===== src/rtl/bcd_7seg_scan.sv =====
// bcd_7seg_scan: multiplexed 7-segment driver for a BCD word.
// Holds one pending word and one displayed word. The display is scanned one
// digit per refreshDiv clocks. A pending word is swapped in only at a frame
// boundary, so a frame never shows two different words.
// Optional feature macro: LEADING_ZERO_BLANK_EN blanks leading zero digits.
// Ports:
//   clk, rst    - clock and synchronous active-high reset
//   digitIn     - BCD word, digit 0 in the least significant busWidth bits
//   digitCIn    - overflow carry that travels with digitIn
//   digitValid  - digitIn/digitCIn valid
//   digitReady  - pending slot is empty
//   segOut      - active-high segments {g,f,e,d,c,b,a}
//   anodeOut    - active-high one-hot digit select
//   ovfOut      - the displayed word carried overflow
module bcd_7seg_scan #(
  parameter int unsigned numberOfDigits = 3,
  parameter int unsigned busWidth       = 4,
  parameter int unsigned refreshDiv     = 50000
) (
  input  logic                               clk,
  input  logic                               rst,
  input  logic [busWidth*numberOfDigits-1:0] digitIn,
  input  logic                               digitCIn,
  input  logic                               digitValid,
  output logic                               digitReady,
  output logic [6:0]                         segOut,
  output logic [numberOfDigits-1:0]          anodeOut,
  output logic                               ovfOut
);

  localparam int unsigned wordW = busWidth * numberOfDigits;
  localparam int unsigned slotW = (numberOfDigits > 1) ? $clog2(numberOfDigits) : 1;
  localparam int unsigned presW = $clog2(refreshDiv);
  localparam logic [presW-1:0] presLast = presW'(refreshDiv - 1);
  localparam logic [slotW-1:0] slotLast = slotW'(numberOfDigits - 1);
  localparam logic [6:0] segDash = 7'b1000000;

  typedef enum logic {IDLE, SCAN} stateT;

  stateT                state, stateNext;
  logic                 pendFull, pendFullNext;
  logic [wordW-1:0]     pendWord, pendWordNext;
  logic                 pendCarry, pendCarryNext;
  logic [wordW-1:0]     dispWord, dispWordNext;
  logic                 dispCarry, dispCarryNext;
  logic [presW-1:0]     presc, prescNext;
  logic [slotW-1:0]     slotIdx, slotNext;
  logic [6:0]           segNext;
  logic [numberOfDigits-1:0] anodeNext;
  logic                 ovfNext;
  logic                 readyNext;

  logic [3:0]           nib [numberOfDigits];
  logic [3:0]           curNib;
  logic                 blankSlot;

  // Digit value to active-high segments; anything above 9 shows a dash.
  function automatic logic [6:0] segEncode(input logic [3:0] v);
    case (v)
      4'd0:    segEncode = 7'b0111111;
      4'd1:    segEncode = 7'b0000110;
      4'd2:    segEncode = 7'b1011011;
      4'd3:    segEncode = 7'b1001111;
      4'd4:    segEncode = 7'b1100110;
      4'd5:    segEncode = 7'b1101101;
      4'd6:    segEncode = 7'b1111101;
      4'd7:    segEncode = 7'b0000111;
      4'd8:    segEncode = 7'b1111111;
      4'd9:    segEncode = 7'b1101111;
      default: segEncode = segDash;
    endcase
  endfunction

  // Low nibble of each displayed digit and the one at the current slot.
  always_comb begin
    curNib = 4'd0;
    for (int i = 0; i < int'(numberOfDigits); i++) begin
      nib[i] = 4'(dispWord[i*busWidth +: busWidth]);
      if (slotIdx == slotW'(i)) curNib = nib[i];
    end
  end

`ifdef LEADING_ZERO_BLANK_EN
  // Walk down from the top digit; a slot blanks while every digit from the
  // top down to it is zero. Digit 0 is never considered.
  always_comb begin
    logic upperZero;
    upperZero = 1'b1;
    blankSlot = 1'b0;
    for (int i = int'(numberOfDigits) - 1; i > 0; i--) begin
      if (nib[i] != 4'd0) upperZero = 1'b0;
      if (slotIdx == slotW'(i) && upperZero) blankSlot = 1'b1;
    end
  end
`else
  always_comb blankSlot = 1'b0;
`endif

  // Next-state, handshake and output decode.
  always_comb begin
    stateNext     = state;
    pendFullNext  = pendFull;
    pendWordNext  = pendWord;
    pendCarryNext = pendCarry;
    dispWordNext  = dispWord;
    dispCarryNext = dispCarry;
    prescNext     = presc;
    slotNext      = slotIdx;
    segNext       = 7'b0;
    anodeNext     = '0;
    ovfNext       = 1'b0;

    // Accept only when empty; a full register cannot be refilled this edge,
    // so accept and transfer never collide.
    if (digitValid && digitReady) begin
      pendFullNext  = 1'b1;
      pendWordNext  = digitIn;
      pendCarryNext = digitCIn;
    end

    case (state)
      IDLE: begin
        if (pendFull) begin
          dispWordNext  = pendWord;
          dispCarryNext = pendCarry;
          pendFullNext  = 1'b0;
          stateNext     = SCAN;
          prescNext     = '0;
          slotNext      = '0;
        end
      end
      SCAN: begin
        for (int i = 0; i < int'(numberOfDigits); i++)
          anodeNext[i] = (slotIdx == slotW'(i));
        ovfNext = dispCarry;
        if (dispCarry)      segNext = segDash;
        else if (blankSlot) segNext = 7'b0;
        else                segNext = segEncode(curNib);

        if (presc == presLast) begin
          prescNext = '0;
          if (slotIdx == slotLast) begin
            slotNext = '0;
            // Frame boundary: the only place a new word may be shown.
            if (pendFull) begin
              dispWordNext  = pendWord;
              dispCarryNext = pendCarry;
              pendFullNext  = 1'b0;
            end
          end else begin
            slotNext = slotIdx + slotW'(1);
          end
        end else begin
          prescNext = presc + presW'(1);
        end
      end
      default: stateNext = IDLE;
    endcase

    readyNext = ~pendFullNext;
  end

  // State and output registers.
  always_ff @(posedge clk) begin
    if (rst) begin
      state      <= IDLE;
      pendFull   <= 1'b0;
      pendWord   <= '0;
      pendCarry  <= 1'b0;
      dispWord   <= '0;
      dispCarry  <= 1'b0;
      presc      <= '0;
      slotIdx    <= '0;
      segOut     <= 7'b0;
      anodeOut   <= '0;
      ovfOut     <= 1'b0;
      digitReady <= 1'b1;
    end else begin
      state      <= stateNext;
      pendFull   <= pendFullNext;
      pendWord   <= pendWordNext;
      pendCarry  <= pendCarryNext;
      dispWord   <= dispWordNext;
      dispCarry  <= dispCarryNext;
      presc      <= prescNext;
      slotIdx    <= slotNext;
      segOut     <= segNext;
      anodeOut   <= anodeNext;
      ovfOut     <= ovfNext;
      digitReady <= readyNext;
    end
  end

endmodule


===== config.mk =====
export PLATFORM = sky130hd
export DESIGN_NAME = bcd_7seg_scan
export DESIGN_NICKNAME = d
export VERILOG_FILES = /design/src/rtl/bcd_7seg_scan.sv
export SDC_FILE = /design/constraint.sdc
export NUM_CORES = 1
export LEC_CHECK = 0
export ABC_AREA = 1
export CELL_PAD_IN_SITES_DETAIL_PLACEMENT = 0
export CELL_PAD_IN_SITES_GLOBAL_PLACEMENT = 1
export CORE_MARGIN = 5
export CORE_UTILIZATION = 28
export DETAILED_ROUTE_END_ITERATION = 6
export PLACE_DENSITY = 0.6
export SLEW_MARGIN = 0
export SYNTH_ARGS = -nofsm -noshare
export SYNTH_HDL_FRONTEND = slang
export SYNTH_SLANG_ARGS = --single-unit

===== constraint.sdc =====
create_clock -name clk -period 1.4 [get_ports clk]
set_input_delay 0.42 -clock clk [delete_from_list [all_inputs] [get_ports clk]]
set_output_delay 0.42 -clock clk [all_outputs]
set_load 0.02 [all_outputs]

==> results of run 1 <==
-- where the power goes --
part           internal, mW  leakage (nW)  switching [mW]  total, mW
clock network         0.869        0.0945           0.693       1.56
registers              1.75         0.482          0.0773       1.83
logic                 0.318         0.976           0.409      0.727
-- cells by family (layout without fill, tap and decap cells) --
family | count (synthesis) | count (layout) | share of synthesized area (%)
and+or+nand+nor | 188 | 189 | 30.1
AOI/OAI and AO/OA | 68 | 68 | 13.9
DFF | 58 | 58 | 44.7
buffers and inverters | 42 | 126 | 7.66
adders and majority gates | 6 | 6 | 2.89
xor gates and xnor gates | 2 | 2 | 0.675
-- worst max-delay path, stage by stage, from the launching register on --
cell,delay [ps]
sky130_fd_sc_hd__dfxtp_2,360
sky130_fd_sc_hd__ha_4,160
sky130_fd_sc_hd__nand3_4,80
sky130_fd_sc_hd__nor2_4,130
sky130_fd_sc_hd__nand2_2,80
sky130_fd_sc_hd__buf_4,130
sky130_fd_sc_hd__buf_4,120
sky130_fd_sc_hd__buf_4,130
sky130_fd_sc_hd__o21ai_1,120
-- worst paths after layout --
kind	start	to	cells after the start
max	presc[1]	slotIdx[1]	8
min	dispWord[0]	dispWord[0]	2
max reg2reg	presc[1]	slotIdx[1]	8
min reg2reg	dispWord[0]	dispWord[0]	2
-- metal layers --
layer  GRT usage [%]  vias to the layer above
met3            3.28                       10
li1                -                     1325
met4            4.44                        0
met1            16.8                     1101
met5               0                        -
met2            17.4                       34
-- state kept, by name (all words and copies together), names as in the netlist --
register,cells
presc,16
dispWord,12
pendWord,12
segOut,7
anodeOut,3
slotIdx,2
digitReady,1
dispCarry,1
ovfOut,1
pendCarry,1
pendFull,1
state,1
-- timing repair --
item	4_1_cts	5_1_grt
cloned	1	1
hold endpoints to repair	0	0
setup buffers	4	7
hold buffers	0	0
pin swaps	5	31
setup endpoints to repair	43	44
resized for setup	46	84
-- layout make-up --
class | count | area [sq um] | share of cell area [%]
flip-flops and latches | 58 | 1190 | 31.1
multi-input cells | 265 | 1490 | 39.0
clock buffers | 10 | 138 | 3.59
well taps | 111 | 139 | 3.62
repair buffers | 78 | 658 | 17.2
inverters | 31 | 131 | 3.43
repair inverters | 1 | 16.3 | 0.424
clock inverters | 6 | 66.3 | 1.73
-- through the flow --
step / total power, mW / setup slack [ps] / area, sq um
finish: 4.12 / 3.37 / 3830
global route: 4.33 / -92.5 / 3830
CTS: 4.06 / 0.220 / 3600
detailed placement: 2.45 / -281 / 3260
global placement: 2.45 / -233 / 3260
floorplan: 2.22 / -77.1 / 2610
-- placed cells by master (no fill, tap or decap), types with 4 or more instances in the layout --
| cell type | count |
|---|---|
| sky130_fd_sc_hd__nor2_1 | 73 |
| sky130_fd_sc_hd__inv_1 | 22 |
| sky130_fd_sc_hd__o21bai_1 | 4 |
| sky130_fd_sc_hd__nand2_1 | 60 |
| sky130_fd_sc_hd__buf_6 | 5 |
| sky130_fd_sc_hd__nor2_2 | 11 |
| sky130_fd_sc_hd__dfxtp_2 | 6 |
| sky130_fd_sc_hd__o21ai_2 | 13 |
| sky130_fd_sc_hd__clkbuf_2 | 8 |
| sky130_fd_sc_hd__nand2_2 | 8 |
| sky130_fd_sc_hd__dfxtp_1 | 46 |
| sky130_fd_sc_hd__nand3_1 | 15 |
| sky130_fd_sc_hd__inv_2 | 6 |
| sky130_fd_sc_hd__o21ai_1 | 8 |
| sky130_fd_sc_hd__a21oi_1 | 21 |
| sky130_fd_sc_hd__nor2_4 | 9 |
| sky130_fd_sc_hd__clkbuf_8 | 10 |
| sky130_fd_sc_hd__clkdlybuf4s50_1 | 15 |
| sky130_fd_sc_hd__dfxtp_4 | 6 |
| sky130_fd_sc_hd__o21ai_0 | 17 |
| sky130_fd_sc_hd__buf_4 | 44 |
==> results.yml, run 1 <==
run_status:
  run_status: "complete, no violations"
drt:
  drc: 0
  highest-signal-layer: "met4"
  ant_nets: 0
  vias_per_cell: 4.41
  m1WireLength_mm: 3.47
  routed_wire_length_per_instance_um: 11.7
  wl_met2_mm: 2.77
  routed-wl-met3_um: 219
  postRouteWirelength_mm: 6.57
  drt_pass1_iterations: 4
  detail_route.iter0.violations: 79
  via_count: 2470
grt:
  gr-usage-all-layers_pct: 12.0
  first_global_vias: 2287
  grt_pass1_wl_mm: 10.7
  grt_max_degree: 34
  initial_antenna_violation_count: 0
  grt.overflow.total: 0
min_path:
  hold_class: "register to register"
place:
  numPortBuffers: 27
  routabilityCongestion: 0.751
  place.detailed.instances: 531
  place.detailed.hpwl_mm: 4.55
critical_path:
  critPathRequiredTime_ps: 1650
  crit_path_max_fanout: 3
  crit_path_start_kind: "register"
  worst-r2r-setup-slack_ps: 3
  crit_path_end_kind: "register"
  type_of_the_setup_path_with_the_least_slack: "register to register"
  cp.arrival_ps: 1650
yosys:
  synth_enable_flop_cells: 0
  synth_top_cell_by_area: "sky130_fd_sc_hd__dfxtp_1"
  ys_dominant_reg_cell: "sky130_fd_sc_hd__dfxtp_1"
  synth_async_sr_flop_share_pct: 0
  synthTopCellsByArea: "sky130_fd_sc_hd__dfxtp_1 (45%), sky130_fd_sc_hd__nor2_1 (13%), sky130_fd_sc_hd__nand2_1 (9.7%), sky130_fd_sc_hd__o21ai_0 (4.6%), sky130_fd_sc_hd__a21oi_1 (4.4%)"
  yosys.cell_count.top_type: "sky130_fd_sc_hd__nor2_1"
  mappedNetlistArea_sq_um: 2600
  mappedNetlistNets: 386
  synthDominantCellAreaShare_pct: 44.7
  number_of_instances_in_the_synthesized_netlist: 364
  ys_seq_elements: 58
  yosys_warnings: 0
  synth-seq-area-share_pct: 44.7
  yosys-top-cells-count: "sky130_fd_sc_hd__nor2_1 (89), sky130_fd_sc_hd__nand2_1 (67), sky130_fd_sc_hd__dfxtp_1 (58)"
  synth_cell_types: 31
  syn_area_per_cell_sq_um: 7.13
sta:
  setup_total_negative_slack_ps: 0
  hold_viol_final: 0
  final_min_period_over_clock_period_pct: 99.8
  rsz0062_at_grt: "yes"
  finalSetupViolations: 0
  final.setup_skew_ps: 9.71
  fin_worst_hold_slack_ps: 474
  worst-slew-pin-transition_ps: 384
  finalMaxSlewViolations: 0
  max_slew_margin_pct: 74.3
  timing.final.crit_period_ps: 1400
  achievable_clock_frequency_ghz: 0.716
cells_and_area:
  areaGrowthSynthToFinish_pct: 47.7
  antenna-diode-count: 0
  layout-drive-gt1-share_pct: 34.7
  layoutNonFillerInstCount: 560
  fillerInstances: 948
  final_nets: 466
  final_core_utilization_pct: 41.9
clock_tree:
  path_clk_slew_ps: 70
  cts_htree_levels: 3
  max-clock-path-buffers: 2
  cts.sink_count: 58
  tritoncts: "yes"
  clk-insertion-delay-late_ps: 330
  root_buffer: "sky130_fd_sc_hd__clkbuf_8"
  cts_buffers: 9
floorplanning:
  die_height_um: 106
  top_level_ports: 28
  rows: 35
  total_core_area_sq_um: 9150
  design.die.area_sq_um: 11300
  floorplan.initialDensity_pct: 28.4
  chipWidth_um: 106
pwr:
  pwr_density_cell_nw_per_um2: 1070
  largest_vdd_supply_drop_v: 0.000383
  static-leakage-power_nw: 1.55
flow_run:
  max_cap_viol_count: 0
Note: power is estimated with default switching activity, not from simulation.
==> run 2: changes to the inputs <==
--- a/config.mk
+++ b/config.mk
@@ -12,6 +12,7 @@
 export CORE_UTILIZATION = 28
 export DETAILED_ROUTE_END_ITERATION = 6
 export PLACE_DENSITY = 0.6
+export SKIP_LAST_GASP = 1
 export SLEW_MARGIN = 0
 export SYNTH_ARGS = -nofsm -noshare
 export SYNTH_HDL_FRONTEND = slang
==> results.yml, run 2 (synthesis results as in run 1) <==
sta:
  hold_viol_final: 0
  final_min_period_over_clock_period_pct: 99.9
  fin_worst_hold_slack_ps: 474
  setup_slack_ps: 1.31
  finalSetupViolations: 0
  final.setup_skew_ps: 9.51
  setup_total_negative_slack_ps: 0
  rsz0062_at_grt: "yes"
  timing.final.crit_period_ps: 1400
  worst-slew-pin-transition_ps: 390
  achievable_clock_frequency_ghz: 0.715
  max_slew_margin_pct: 74.0
  finalMaxSlewViolations: 0
clock_tree:
  cts.sink_count: 58
  path_clk_slew_ps: 70
  cts_buffers: 9
  cts_htree_levels: 3
  clk-insertion-delay-late_ps: 330
  root_buffer: "sky130_fd_sc_hd__clkbuf_8"
  max-clock-path-buffers: 2
  tritoncts: "yes"
critical_path:
  type_of_the_setup_path_with_the_least_slack: "register to register"
  critPathRequiredTime_ps: 1630
  crit_path_start_kind: "register"
  worst-r2r-setup-slack_ps: 1
  cp_slowest_stage_delay_ps: 360
  timing.critical_path.from: "presc[1]"
  critical_path.slowest_cell: "sky130_fd_sc_hd__dfxtp_2"
  crit-reg2reg-capture: "presc[6]"
  reg2regPathDepth: 8
  crit_path_cell_trace: "ha_4, nand3_4, nor2_4, nand2_2, nand2_4, buf_6, nor2_1, o21a_1"
  cp.arrival_ps: 1630
  crit_path_end_kind: "register"
  crit_path_max_fanout: 3
  r2r_start: "presc[1]"
min_path:
  worstHoldEndpoint: "dispWord[0]"
  hold_class: "register to register"
  min_path_cells: 2
  worstHoldStart: "dispWord[0]"
floorplanning:
  chipWidth_um: 106
  total_core_area_sq_um: 9150
  design.die.area_sq_um: 11300
  rows: 35
  die_height_um: 106
  top_level_ports: 28
  floorplan.initialDensity_pct: 28.4
cells_and_area:
  largest_reg_flops: 16
  commonest_non_fill_non_tap_cells_in_the_layout: "sky130_fd_sc_hd__nor2_1 (73), sky130_fd_sc_hd__nand2_1 (60), sky130_fd_sc_hd__dfxtp_1 (46)"
  final_cell_area_sq_um: 3830
  biggestRegsByFlops: "presc: 16 flops, dispWord: 12 flops, pendWord: 12 flops"
  areaGrowthSynthToFinish_pct: 47.7
  layout-drive-gt1-share_pct: 34.9
  commonest_non_fill_non_tap_cell_in_the_layout: "sky130_fd_sc_hd__nor2_1"
  final_nets: 467
  registers.top_by_ff_count: "presc"
  antenna-diode-count: 0
  fillerInstances: 950
pwr:
  switching_power_mw: 1.18
  pwr-share-comb_pct: 17.7
  pwr_density_cell_nw_per_um2: 1070
  report.power.total_mw: 4.11
  internal_power_mw: 2.93
  share_seq_of_total_power_pct: 44.4
  power.share.switching_pct: 28.7
  largest_vdd_supply_drop_v: 0.000383
  clk_pwr_share_pct: 37.9
  static-leakage-power_nw: 1.56
place:
  post-place-ws_ps: -281
  routabilityCongestion: 0.751
  place.detailed.hpwl_mm: 4.55
  numPortBuffers: 27
  post_dp_cell_area_sq_um: 3260
drt:
  routed_wire_length_per_instance_um: 11.8
  drt_pass1_iterations: 4
  vias_per_cell: 4.41
  drc: 0
  postRouteWirelength_mm: 6.61
  ant_nets: 0
  detail_route.iter0.violations: 64
  via_count: 2472
grt:
  grt_pass1_wl_mm: 10.7
  grt.overflow.total: 0
  first_global_vias: 2287
  gr-usage-all-layers_pct: 12.0
  initial_antenna_violation_count: 0
  grt_max_degree: 34
run_status:
  run_status: "complete, no violations"
flow_run:
  max_cap_viol_count: 0
run 2: cell count changes in the layout (fill, tap and decap cells not counted), sizes merged:
cell / before / now
buf: 51 / 52
clkbuf: 18 / 19
clkdlybuf4s15: 4 / 3
run 2: metrics by stage:
stage	util, %	cells
finish	41.9	561
global route	41.9	561
CTS	39.2	552
detailed placement	35.7	531
global placement	35.7	531
floorplan	-	364
run 2: final cells by class:
type / count / area, sq um / share of cell area [%]
tap: 111 / 139 / 3.62
multi-input combinational: 265 / 1490 / 39.0
clock buffer: 10 / 138 / 3.59
timing repair inverter: 1 / 16.3 / 0.424
sequential: 58 / 1190 / 31.1
inverter: 31 / 131 / 3.43
clock inverter: 6 / 66.3 / 1.73
timing repair buffer: 79 / 659 / 17.2
run 2: power groups by stage:
stage                     sequential (mW)  clock (mW)  combinational [mW]
after global placement               1.85           0               0.603
after CTS                            1.82        1.61               0.635
after floorplan                      1.86           0               0.359
after global routing                 1.84        1.67               0.812
final                                1.83        1.56               0.726
after detailed placement             1.85           0               0.598
run 2: metal layers:
layer	track usage, %	wire length (um)	up-vias
li1	-	-	1328
met1	16.8	3480	1095
met2	17.4	2800	39
met3	3.28	225	10
met4	4.44	105	0
met5	0	0	-
run 2: worst max-delay path by stage:
stage,to,cells past startpoint
after floorplan,segOut[3],7
after global placement,segOut[1],6
after detailed placement,segOut[0],6
after CTS,digitReady,1
after global routing,segOut[5],9
final,presc[6],8
run 2: worst max-delay path, delay by kind of cell (launching register included):
family,cells,cell delay [ps]
adder cells (fa/ha/maj),1,160
AO/OA/AOI/OAI,1,160
flip-flops,1,360
AND/OR/NAND/NOR,5,470
buffers and inverters,1,140
run 2: timing repair:
item                                    CTS  global route
cloned                                    1             1
endpoints found under the setup margin   43            45
gates resized for setup                  43            87
pin swaps                                 5            31
buffers inserted                          4             8
hold buffers                              0             0
